===== src/rtl/block_stream_gen_pkg.sv =====
// Shared types and constants for the keyword stream generator.
// BLOCK_STREAM_GEN_UPPER_EN selects uppercase keywords.
package block_stream_gen_pkg;

  typedef enum logic [1:0] {
    IDLE = 2'd0,
    WORD = 2'd1,
    SEP  = 2'd2
  } state_t;

  localparam logic CMD_BEGIN = 1'b0;
  localparam logic CMD_END   = 1'b1;

  localparam logic [7:0] CH_B     = 8'h62;
  localparam logic [7:0] CH_E     = 8'h65;
  localparam logic [7:0] CH_G     = 8'h67;
  localparam logic [7:0] CH_I     = 8'h69;
  localparam logic [7:0] CH_N     = 8'h6E;
  localparam logic [7:0] CH_D     = 8'h64;
  localparam logic [7:0] CH_SPACE = 8'h20;
  localparam logic [7:0] CH_NUL   = 8'h00;

  localparam logic [2:0] LEN_BEGIN = 3'd5;
  localparam logic [2:0] LEN_END   = 3'd3;

  // Letters are stored lowercase; clearing bit 5 gives the uppercase form.
  function automatic logic [7:0] kw_case(input logic [7:0] c);
`ifdef BLOCK_STREAM_GEN_UPPER_EN
    return c & 8'hDF;
`else
    return c;
`endif
  endfunction

endpackage


===== src/rtl/block_stream_gen_rom.sv =====
// Keyword character lookup: (cmd, index) -> ASCII byte, purely combinational.
// Case selection follows BLOCK_STREAM_GEN_UPPER_EN through the package helper.
module block_stream_gen_rom
  import block_stream_gen_pkg::*;
(
  input  logic       cmd,
  input  logic [2:0] idx,
  output logic [7:0] char_out
);

  always_comb begin
    char_out = CH_NUL;
    if (cmd == CMD_BEGIN) begin
      case (idx)
        3'd0:    char_out = kw_case(CH_B);
        3'd1:    char_out = kw_case(CH_E);
        3'd2:    char_out = kw_case(CH_G);
        3'd3:    char_out = kw_case(CH_I);
        3'd4:    char_out = kw_case(CH_N);
        default: char_out = CH_NUL;
      endcase
    end else begin
      case (idx)
        3'd0:    char_out = kw_case(CH_E);
        3'd1:    char_out = kw_case(CH_N);
        3'd2:    char_out = kw_case(CH_D);
        default: char_out = CH_NUL;
      endcase
    end
  end

endmodule


===== src/rtl/block_stream_gen.sv =====
// Emits "begin " / "end " byte streams for nesting commands and tracks depth.
// Build with BLOCK_STREAM_GEN_UPPER_EN for uppercase keywords.
//
// state | meaning
// IDLE  | waiting for a command; cmd_ready high, out_valid low
// WORD  | presenting keyword character idx of cur_cmd
// SEP   | presenting the trailing space
module block_stream_gen
  import block_stream_gen_pkg::*;
#(
  parameter int MAX_DEPTH = 255
) (
  input  logic       clk,
  input  logic       reset,
  input  logic       cmd_valid,
  output logic       cmd_ready,
  input  logic       cmd,
  output logic       out_valid,
  input  logic       out_ready,
  output logic [7:0] out_char,
  output logic [7:0] depth,
  output logic       balanced,
  output logic       err
);

  localparam logic [7:0] MAX_D = 8'(MAX_DEPTH);

  state_t     state;
  logic [2:0] idx;
  logic       cur_cmd;
  logic       rom_cmd;
  logic [2:0] rom_idx;
  logic [7:0] rom_char;
  logic [2:0] last_idx;
  logic       accept;
  logic       out_hs;
  logic       legal;

  assign accept   = cmd_valid && cmd_ready;
  assign out_hs   = out_valid && out_ready;
  assign legal    = (cmd == CMD_END) ? (depth != 8'd0) : (depth != MAX_D);
  assign last_idx = (cur_cmd == CMD_END) ? (LEN_END - 3'd1) : (LEN_BEGIN - 3'd1);
  assign balanced = (depth == 8'd0);

  // One lookup serves both the first char on accept and the next char in WORD.
  assign rom_cmd = (state == IDLE) ? cmd : cur_cmd;
  assign rom_idx = (state == IDLE) ? 3'd0 : (idx + 3'd1);

  block_stream_gen_rom u_rom (
    .cmd      (rom_cmd),
    .idx      (rom_idx),
    .char_out (rom_char)
  );

  always_ff @(posedge clk or posedge reset) begin
    if (reset) begin
      state     <= IDLE;
      idx       <= 3'd0;
      cur_cmd   <= CMD_BEGIN;
      depth     <= 8'd0;
      err       <= 1'b0;
      out_valid <= 1'b0;
      out_char  <= CH_NUL;
      cmd_ready <= 1'b0;
    end else begin
      case (state)
        IDLE: begin
          cmd_ready <= 1'b1;
          if (accept) begin
            if (legal) begin
              state     <= WORD;
              idx       <= 3'd0;
              cur_cmd   <= cmd;
              out_valid <= 1'b1;
              out_char  <= rom_char;
              cmd_ready <= 1'b0;
              depth     <= (cmd == CMD_END) ? (depth - 8'd1) : (depth + 8'd1);
            end else begin
              err <= 1'b1;
            end
          end
        end
        WORD: begin
          if (out_hs) begin
            if (idx == last_idx) begin
              state    <= SEP;
              out_char <= CH_SPACE;
            end else begin
              idx      <= idx + 3'd1;
              out_char <= rom_char;
            end
          end
        end
        SEP: begin
          if (out_hs) begin
            state     <= IDLE;
            idx       <= 3'd0;
            out_valid <= 1'b0;
            out_char  <= CH_NUL;
            cmd_ready <= 1'b1;
          end
        end
        default: begin
          state     <= IDLE;
          out_valid <= 1'b0;
          cmd_ready <= 1'b0;
        end
      endcase
    end
  end

endmodule


===== config.mk =====
export PLATFORM = sky130hd
export DESIGN_NAME = block_stream_gen
export DESIGN_NICKNAME = d
export VERILOG_FILES = /design/src/rtl/block_stream_gen_pkg.sv /design/src/rtl/block_stream_gen_rom.sv /design/src/rtl/block_stream_gen.sv
export SDC_FILE = /design/constraint.sdc
export NUM_CORES = 1
export LEC_CHECK = 0
export ABC_AREA = 1
export CAP_MARGIN = 20
export CORE_MARGIN = 8
export CORE_UTILIZATION = 35
export DETAILED_ROUTE_END_ITERATION = 8
export HOLD_SLACK_MARGIN = 0.06
export PLACE_DENSITY_LB_ADDON = 0.15
export SETUP_SLACK_MARGIN = 0.2
export SYNTH_ARGS = -nofsm -noshare
export SYNTH_HDL_FRONTEND = slang
export SYNTH_SLANG_ARGS = --single-unit

===== constraint.sdc =====
create_clock -name clk -period 2.1 [get_ports clk]
set_clock_uncertainty 0.1 [all_clocks]
set_input_delay 0.21 -clock clk [delete_from_list [all_inputs] [get_ports clk]]
set_output_delay 0.21 -clock clk [all_outputs]
set_load 0.005 [all_outputs]

After elaboration in Yosys (flattened, before gate mapping):

Cells that the tools add are included.

* multiplexer cells: 34
* div/mod/pow operators: 0
* add/sub/neg operators: 3
* reduce and logical (&&, ||, !) cells: 14
* bitwise operators: 2
* magnitude comparators: 0
* shifts and indexed selects: 0
* equal/unequal tests: 14
* multiply operators: 0

Operators by type and width (count)
* 2-to-1 mux 8 bit: 7
* case mux 7 bit (5 select lines): 1
* case mux 8 bit (3 select lines): 1
* 2-to-1 mux 3 bit: 7
* case mux 7 bit (3 select lines): 1
* != test 2 bit, second input constant: 6
* 2-to-1 mux 2 bit: 5
* AND reduction 5 bit: 2
* case mux 3 bit (3 select lines): 1
* adder 8 x 1 -> 8 bit, second input constant: 1
* zero test 8 bit: 1
* 2-to-1 mux 1 bit: 8
* != test 8 bit, second input constant: 1
* nonzero test 8 bit: 1
* subtractor 8 x 1 -> 8 bit, second input constant: 1
* == test 3 x 2 -> 1 bit, second input constant: 2
* case mux 1 bit (3 select lines): 2
* case mux 2 bit (3 select lines): 1
* AND reduction 3 bit: 2
* AND reduction 6 bit: 1
* AND reduction 4 bit: 1
* adder 3 x 1 -> 3 bit, second input constant: 1
* == test 3 x 1 -> 1 bit, second input constant: 1
* == test 3 bit: 1
* other kinds (9): 11

* memory bits (read-only): 0
* bits in latches: 0
* output and inout port bits: 20
* logic and storage cells: 75
* register bits: 25
* input bits: 5
* memories kept: 0
* RAM bits: 0

Depth between registers and ports, before layout:

Gate-level depths: netlist of run 1.

* depth in word-level cells: 8
* depth in mapped cells: 12
* depth with buffers taken out: 11

Modules after synthesis:

From an unflattened synthesis of run 1, not the netlist that was laid out.

* cell total of the unflattened synthesis: 257
* area, all modules: 1884.3 sq um

Modules (own cells, without submodules)
* block_stream_gen: instances 1, seq. area each 625.6 sq um, area each 1755.4 sq um, cells each 228
* block_stream_gen_rom: instances 1, seq. area each 0.0 sq um, area each 128.9 sq um, cells each 29

Worst setup path before layout of run 1:

No wires, ideal clock.

* path type: register -> register
* from: reg state[0]
* to: reg out_char[5]
* setup slack: 0.458 ns
* arrival time: 1.421 ns
* buffers on the path: 1
* required time: 1.879 ns
* library setup time: 0.121 ns
* period minus slack after synthesis: 1.642 ns
* stages on the path, launching flop included: 10
* cell sequence: dfrtp_1 -> inv_1 -> ha_1 -> buf_4 -> o21ai_1 -> inv_1 -> nand2_1 -> nand2_1 -> nor2_1 -> o21ai_1

* cells in the longest elaborated chain, start to end: 8
* elaborated cells on any way between the ends: 24
* classes of those cells: eq/ne (10); mux (10); reduce/logical (4)

RTL lines
* start: declaration: RTL line block_stream_gen.sv:28 `state_t state;`
* start signal: assignment: RTL line block_stream_gen.sv:57 `state <= IDLE;`
* start signal: assignment: RTL line block_stream_gen.sv:71 `state <= WORD;`
* start signal: assignment: RTL line block_stream_gen.sv:86 `state <= SEP;`
* zero test 2 bit: RTL line block_stream_gen.sv:46, block_stream_gen.sv:47, block_stream_gen.sv:66
* 2-to-1 mux 3 bit: RTL line block_stream_gen.sv:47 `assign rom_idx = (state == IDLE) ? 3'd0 : (idx + 3'd1);`
* == test 3 bit, or another cell as far along: RTL line block_stream_gen_rom.sv:14 `case (idx)`
* case mux 7 bit (5 select lines) / case mux 7 bit (3 select lines) (equally long branches): RTL line block_stream_gen_rom.sv:14, block_stream_gen_rom.sv:23
* 2-to-1 mux 8 bit: RTL line block_stream_gen_rom.sv:13 `if (cmd == CMD_BEGIN) begin`
* 2-to-1 mux 8 bit, on equally long branches: RTL line block_stream_gen.sv:85, block_stream_gen.sv:70
* 2-to-1 mux 8 bit, on equally long branches: RTL line block_stream_gen.sv:84, block_stream_gen.sv:69
* case mux 8 bit (3 select lines): RTL line block_stream_gen.sv:66 `case (state)`
* end signal: assignment: RTL line block_stream_gen.sv:75 `out_char <= rom_char;`
* end signal: assignment: RTL line block_stream_gen.sv:90 `out_char <= rom_char;`
* end: declaration: RTL line block_stream_gen.sv:20 `output logic [7:0] out_char,`

Several ways; a longest one is shown, not always the timed one. The select of a mux whose other input is x is not followed.
A chain may end at the register's enable or synchronous reset.

Worst setup path in the final report of run 1:

* from: reg idx[0]
* to: reg out_char[6]

* cells in the longest elaborated chain, start to end: 8
* elaborated cells on any way between the ends: 16
* classes of those cells: add/sub (1); eq/ne (5); mux (9); reduce/logical (1)

RTL lines
* start: declaration: RTL line block_stream_gen.sv:29 `logic [2:0] idx;`
* start signal: assignment: RTL line block_stream_gen.sv:89 `idx <= idx + 3'd1;`
* adder 3 x 1 -> 3 bit: RTL line block_stream_gen.sv:47
* 2-to-1 mux 3 bit: RTL line block_stream_gen.sv:47
* == test 3 bit, or another cell as far along: RTL line block_stream_gen_rom.sv:14
* case mux 7 bit (5 select lines) / case mux 7 bit (3 select lines) (equally long branches): RTL line block_stream_gen_rom.sv:14, block_stream_gen_rom.sv:23
* 2-to-1 mux 8 bit: RTL line block_stream_gen_rom.sv:13
* 2-to-1 mux 8 bit, on equally long branches: RTL line block_stream_gen.sv:85, block_stream_gen.sv:70
* 2-to-1 mux 8 bit, on equally long branches: RTL line block_stream_gen.sv:84, block_stream_gen.sv:69
* case mux 8 bit (3 select lines) *: RTL line block_stream_gen.sv:66

Mark *: on every way between the ends. The rest lies on a longest branch, timed or not. The select of a mux whose other input is x is not followed.

==> results of run 1 <==
-- logic make-up (layout without fill, tap and decap cells) --
group                      after synthesis  count (layout)  share of synthesized area
DFF                                     23              23                     0.3355
AOI/OAI and AO/OA                       33              33                     0.1160
buffers and inverters                   33              73                    0.08461
adders and majority gates               13              13                    0.09920
other                                    1               2                   0.002186
xor gates and xnor gates                 8               8                    0.04085
and+or+nand+nor                        118             118                     0.3217
-- registers in the layout (all words and copies together) (netlist names) --
signal     flops
state          2
err            1
depth          8
out_valid      1
idx            3
cur_cmd        1
out_char       6
cmd_ready      1
-- cells in the final DEF, fill, tap and decap left out, types with 3 or more instances in the layout --
cell type and count:
nand2_1 73, inv_1 26, clkdlybuf4s50_1 21, buf_4 18, dfrtp_1 16, nor2_1 14
ha_1 11, nand3_1 10, o21ai_0 8, nand4_1 8, o21ai_2 7, a21oi_1 7
dfrtp_2 7, o21ai_1 6, nand2_2 5, xor2_1 5, nor2_2 3, xnor2_1 3
clkbuf_8 3
-- stage by stage --
| step | cells | util |
|---|---|---|
| 2_1_floorplan | 230 | - |
| 3_3_place_gp | 327 | 0.4403 |
| 6_report | 337 | 0.4644 |
| 4_1_cts | 336 | 0.4599 |
| 5_1_grt | 337 | 0.4644 |
| 3_5_place_dp | 327 | 0.4403 |
-- power breakdown --
part / total [W] / leakage, nW / switching [W] / internal, W
clock: 0.000288 / 0.0255 / 0.000155 / 0.000133
sequential: 0.000808 / 0.285 / 0.000159 / 0.000650
combinational: 0.00227 / 0.860 / 0.00124 / 0.00103
-- how the worst max path moves through the flow --
| stage | startpoint | endpoint | cells after the start | slack (ps) |
|---|---|---|---|---|
| 2_1_floorplan | state[0]$_DFFE_PP0P_ | out_char[5]$_DFFE_PP0P_ | 9 | 460 |
| 3_3_place_gp | cmd | depth[7]$_DFFE_PP0P_ | 9 | 80 |
| 3_5_place_dp | cmd | depth[7]$_DFFE_PP0P_ | 9 | 80 |
| 4_1_cts | depth[6]$_DFFE_PP0P_ | balanced | 4 | 210 |
| 5_1_grt | state[0]$_DFFE_PP0P_ | out_char[6]$_DFFE_PP0P_ | 10 | 180 |
| 6_report | idx[0]$_DFFE_PP0P_ | out_char[6]$_DFFE_PP0P_ | 10 | 330 |
-- per-layer routing --
metal	global-route usage	vias up	part of all wire
li1	-	816	-
met1	0.1636	681	0.52
met2	0.1840	27	0.42
met3	0.03343	2	0.054
met4	0.02548	0	0.0064
met5	0	-	0
-- worst reg2reg max path: stages (launching register included) --
cell and delay [ps]:
dfrtp_1 450, ha_1 360, inv_1 100, nor2_2 50
nor2_2 130, nand3_1 110, nand2_1 80, nand2_1 60
nand2_1 80, inv_1 40, o21ai_0 140
-- timing repair --
action	in CTS	in global routing
cloned	0	0
setup buffers	5	1
endpoints found under the setup margin	1	7
gates resized for setup	7	7
-- final cells by class --
cell class,instances,area (µm²)
inverters,29,111.4
flip-flops and latches,23,584.3
multi-input cells,174,1010
well taps,67,83.83
fillers,513,2530
repair buffers,40,357.8
clock inverters,1,5.005
clock buffers,3,41.29
==> impl_metrics.env, run 1 <==
export IMPL_postSynth_asyncResetShare=1.000
export IMPL_place_area_um2=2079
export IMPL_p_total_w=0.003370
export IMPL_drc=0
export IMPL_cp_data_arrival_time_ps=1860
export IMPL_yosys_cell_types_count=29
export IMPL_run_status="completed"
export IMPL_cp_top_family="simple AND/OR/NAND/NOR gates"
export IMPL_hold_viol=0
export IMPL_yosys_top_cells_count="nand2_1 (73), inv_1 (26), dfrtp_1 (23), nor2_1 (16), ha_1 (12)"
export IMPL_r2r_end="out_char[6]$_DFFE_PP0P_"
export IMPL_cp_start_kind="flop"
export IMPL_wl_per_cell_um=12.50
export IMPL_gp_congestion=0.8889
export IMPL_p_per_area_nw_per_um2=1536
export IMPL_die_h_um=86.01
export IMPL_p_leak_nw=1.170
export IMPL_path_clk_slew_ps=90
export IMPL_design_core_area_um2=4723
export IMPL_worstPathRequired_ps=2190
export IMPL_num_rows=25
export IMPL_path_cells="ha_1, inv_1, nor2_2, nor2_2, nand3_1, nand2_1, nand2_1, nand2_1, inv_1, o21ai_0"
export IMPL_cts_tree="built"
export IMPL_grt_usage=0.1207
export IMPL_fmaxAchievable_mhz=564.9
export IMPL_insertion_delay_ps=270
export IMPL_die_w_um=86.01
export IMPL_synth_avg_cell_area_um2=7.491
export IMPL_clock_sinks=23
export IMPL_ir_drop_v=0.0007348
export IMPL_finalInstanceArea_um2=2193
export IMPL_synth_edff_count=0
export IMPL_ys_seq_elements=23
export IMPL_die_area_um2=7398
export IMPL_yosys_area_top_type="dfrtp_1"
export IMPL_wl_mm=4.214
export IMPL_setup_viol=0
export IMPL_ys_seq_area_frac=0.3355
export IMPL_grt_overflow=0
export IMPL_ant_nets=0
export IMPL_synth_most_common_cell="nand2_1"
export IMPL_start_util=0.3632
export IMPL_synthCells=229
export IMPL_path_class="reg2reg"
export IMPL_viasPerCell=4.528
export IMPL_dp_slack_ps=77.66
export IMPL_io_pins=25
export IMPL_grt_pass1_vias=1481
export IMPL_drive_gt1_frac=0.1963
export IMPL_fin_crit_ps=1770
export IMPL_holdBufCountCts=0
export IMPL_tns_ps=0
export IMPL_hp_class="in2async"
export IMPL_cts_max_level=1
export IMPL_io_buffers=22
export IMPL_clockRootBuffer="clkbuf_8"
export IMPL_yosys_warnings=0
export IMPL_clockBufferDepth=2
export IMPL_reg2regPathDepth=10
export IMPL_crit_fanout=6
export IMPL_slew_viol_final=0
export IMPL_rsz0062_at_grt="true"
export IMPL_final_nets=289
export IMPL_critPathMostFrequentCell="nand2_1"
export IMPL_synthTopCellsByArea="dfrtp_1 (34%), nand2_1 (16%), ha_1 (8.8%), inv_1 (5.7%), nor2_1 (3.5%)"
export IMPL_mappedNetlistArea_um2=1715
export IMPL_cpMaxStageDelayCell="dfrtp_1"
export IMPL_dp_hpwl_mm=3.172
export IMPL_grt_first_pass_wirelength_mm=7.155
export IMPL_areaGrowthSynthToFinish_pct=27.86
export IMPL_finalWorstSetupSlack_ps=329.6
export IMPL_synth_top_area_share=0.3355
export IMPL_worstSetupEndpointType="flop"
export IMPL_vias=1526
export IMPL_drt_iter0_drc=53
export IMPL_numCtsBuffers=3
export IMPL_maxCapViolations=0
export IMPL_hold_slack_ps=187.3
export IMPL_grt_start_max_net_pins=24
export IMPL_regToRegStartpoint="idx[0]$_DFFE_PP0P_"
export IMPL_dr_pass1_iters=4
export IMPL_grt_antenna_before_repair=0
export IMPL_critPathMaxStageDelay_ps=450
export IMPL_n_antenna_cell=0
export IMPL_post_route_period_util=0.8430
export IMPL_path_buf_inv=2
export IMPL_synth_ff_type="dfrtp_1"
export IMPL_rrSetupSlack_ps=330
Power figures use the tool's default switching activity.
==> inputs of run 2 (changes only) <==
Clock period 2.1 ns to 1.7 ns, I/O delays scaled along.
==> run 2 against run 1 <==
  * Sequential power rose by 23%
  * First-iteration DRC count up 55%
  * Combinational power grew 80%
  * Count of clock-buffer cells in the layout grew 1
  * Highest routed layer unchanged
  * Final area is 27% higher
  * Worst hold slack lost 45 ps
==> impl_metrics.env, run 2 (synthesis gave the netlist of run 1 again) <==
export IMPL_final_nets=314
export IMPL_drive_gt1_frac=0.4746
export IMPL_grt_pass1_vias=1711
export IMPL_fillers=424
export IMPL_ant_nets=0
export IMPL_post_route_period_util=0.9430
export IMPL_instances_no_fill=362
export IMPL_die_h_um=86.01
export IMPL_grt_usage=0.1358
export IMPL_rsz0062_at_grt="true"
export IMPL_hp_class="in2async"
export IMPL_largest_reg_flops=8
export IMPL_grt_start_max_net_pins=24
export IMPL_cp_start_kind="flop"
export IMPL_wl_per_cell_um=13.23
export IMPL_run_status="completed"
export IMPL_grt_first_pass_wirelength_mm=8.045
export IMPL_grt_overflow=0
export IMPL_layout_commonest_cell="nand2_1"
export IMPL_insertion_delay_ps=270
export IMPL_num_rows=25
export IMPL_top_regs="depth x8, out_char x6, idx x3"
export IMPL_cp_data_arrival_time_ps=1710
export IMPL_grt_antenna_before_repair=0
export IMPL_fin_util=0.5881
export IMPL_die_area_um2=7398
export IMPL_finalWorstSetupSlack_ps=96.90
export IMPL_vias=1674
export IMPL_fin_crit_ps=1603
export IMPL_start_util=0.3632
export IMPL_wl_mm=4.788
export IMPL_crit_fanout=5
export IMPL_r2r_end="err$_DFFE_PP0P_"
export IMPL_p_per_area_nw_per_um2=1959
export IMPL_final_cell_mix="nand2_1 (57), buf_4 (29), nand2_2 (17), inv_1 (16), dfrtp_1 (15)"
export IMPL_clockBufferDepth=2
export IMPL_dr_pass1_iters=4
export IMPL_dp_slack_ps=-281.8
export IMPL_io_pins=25
export IMPL_design_core_area_um2=4723
export IMPL_viasPerCell=4.624
export IMPL_die_w_um=86.01
export IMPL_dp_hpwl_mm=3.221
export IMPL_hold_viol=0
export IMPL_areaGrowthSynthToFinish_pct=61.93
export IMPL_rrSetupSlack_ps=100
export IMPL_regToRegStartpoint="depth[3]$_DFFE_PP0P_"
export IMPL_place_area_um2=2257
export IMPL_worstSetupEndpointType="flop"
export IMPL_p_leak_nw=1.384
export IMPL_io_buffers=22
export IMPL_reg2regPathDepth=10
export IMPL_slew_viol_final=0
export IMPL_drt_iter0_drc=82
export IMPL_place_inst=334
export IMPL_clockRootBuffer="clkbuf_8"
export IMPL_maxCapViolations=0
export IMPL_cts_tree="built"
export IMPL_finalInstanceArea_um2=2778
export IMPL_clock_sinks=23
export IMPL_cts_max_level=1
export IMPL_n_antenna_cell=0
export IMPL_gp_congestion=0.7524
export IMPL_path_clk_slew_ps=90
export IMPL_ir_drop_v=0.001325
export IMPL_fmaxAchievable_mhz=623.8
export IMPL_worstPathRequired_ps=1810
export IMPL_regMostFlops="depth"
export IMPL_holdBufCountCts=0
export IMPL_path_class="reg2reg"
export IMPL_drc=0
export IMPL_numCtsBuffers=3
export IMPL_setup_viol=0
run 2: worst max-delay path, stage by stage, from the launching register on:
cell and delay, ps:
dfrtp_2 420, nor2_1 110, nand2_1 70, nor2_2 130, buf_4 130, nand2_4 60, nand2_4 70, nand2_4 70
buf_4 140, buf_6 100, o21bai_1 120
run 2: worst max-delay path by stage:
stage | from | endpoint | slack, ps | depth (start not counted)
floorplan | idx[0]$_DFFE_PP0P_ | out_char[5]$_DFFE_PP0P_ | 160 | 10
global placement | cmd | depth[6]$_DFFE_PP0P_ | -260 | 9
detailed placement | cmd | depth[5]$_DFFE_PP0P_ | -280 | 8
CTS | depth[2]$_DFFE_PP0P_ | depth[5]$_DFFE_PP0P_ | 110 | 7
global route | state[0]$_DFFE_PP0P_ | out_char[5]$_DFFE_PP0P_ | -20 | 11
finish | depth[3]$_DFFE_PP0P_ | err$_DFFE_PP0P_ | 100 | 10
run 2: routing by layer:
metal	up-vias	global-route usage	share of wire
met5	-	0	0
met1	779	0.1732	0.48
met3	5	0.02579	0.037
li1	863	-	-
met2	27	0.2232	0.47
met4	0	0.04299	0.011
run 2: timing repair:
action | CTS | global route
pin swaps | 27 | 19
buffers inserted | 19 | 4
gates resized for setup | 65 | 34
gates cloned | 1 | 0
endpoints found under the setup margin | 32 | 25
run 2: area by class of cell:
type                            count  area [µm²]  area share
Tap cell                           67       83.83     0.03018
Clock buffer                        4       45.04     0.01622
Inverter                           29       123.9     0.04459
Sequential cell                    23       585.6      0.2108
Multi-Input combinational cell    174        1319      0.4748
Timing Repair Buffer               65       620.6      0.2234
run 2: power breakdown:
part	internal [W]	leakage [nW]	switching (W)
Combinational	0.00203	1.08	0.00206
Sequential	0.000804	0.284	0.000188
Clock	0.000168	0.0228	0.000194
Total	0.00300	1.38	0.00244
run 2: metrics by stage:
step	setup TNS, ps	hold WS [ps]	total power, W
floorplan	0	71.85	0.002948
global placement	-4460	369.5	0.004007
detailed placement	-4984	378.0	0.004035
CTS	0	152.2	0.005138
global route	-23.99	215.2	0.005909
finish	0	142.4	0.005441
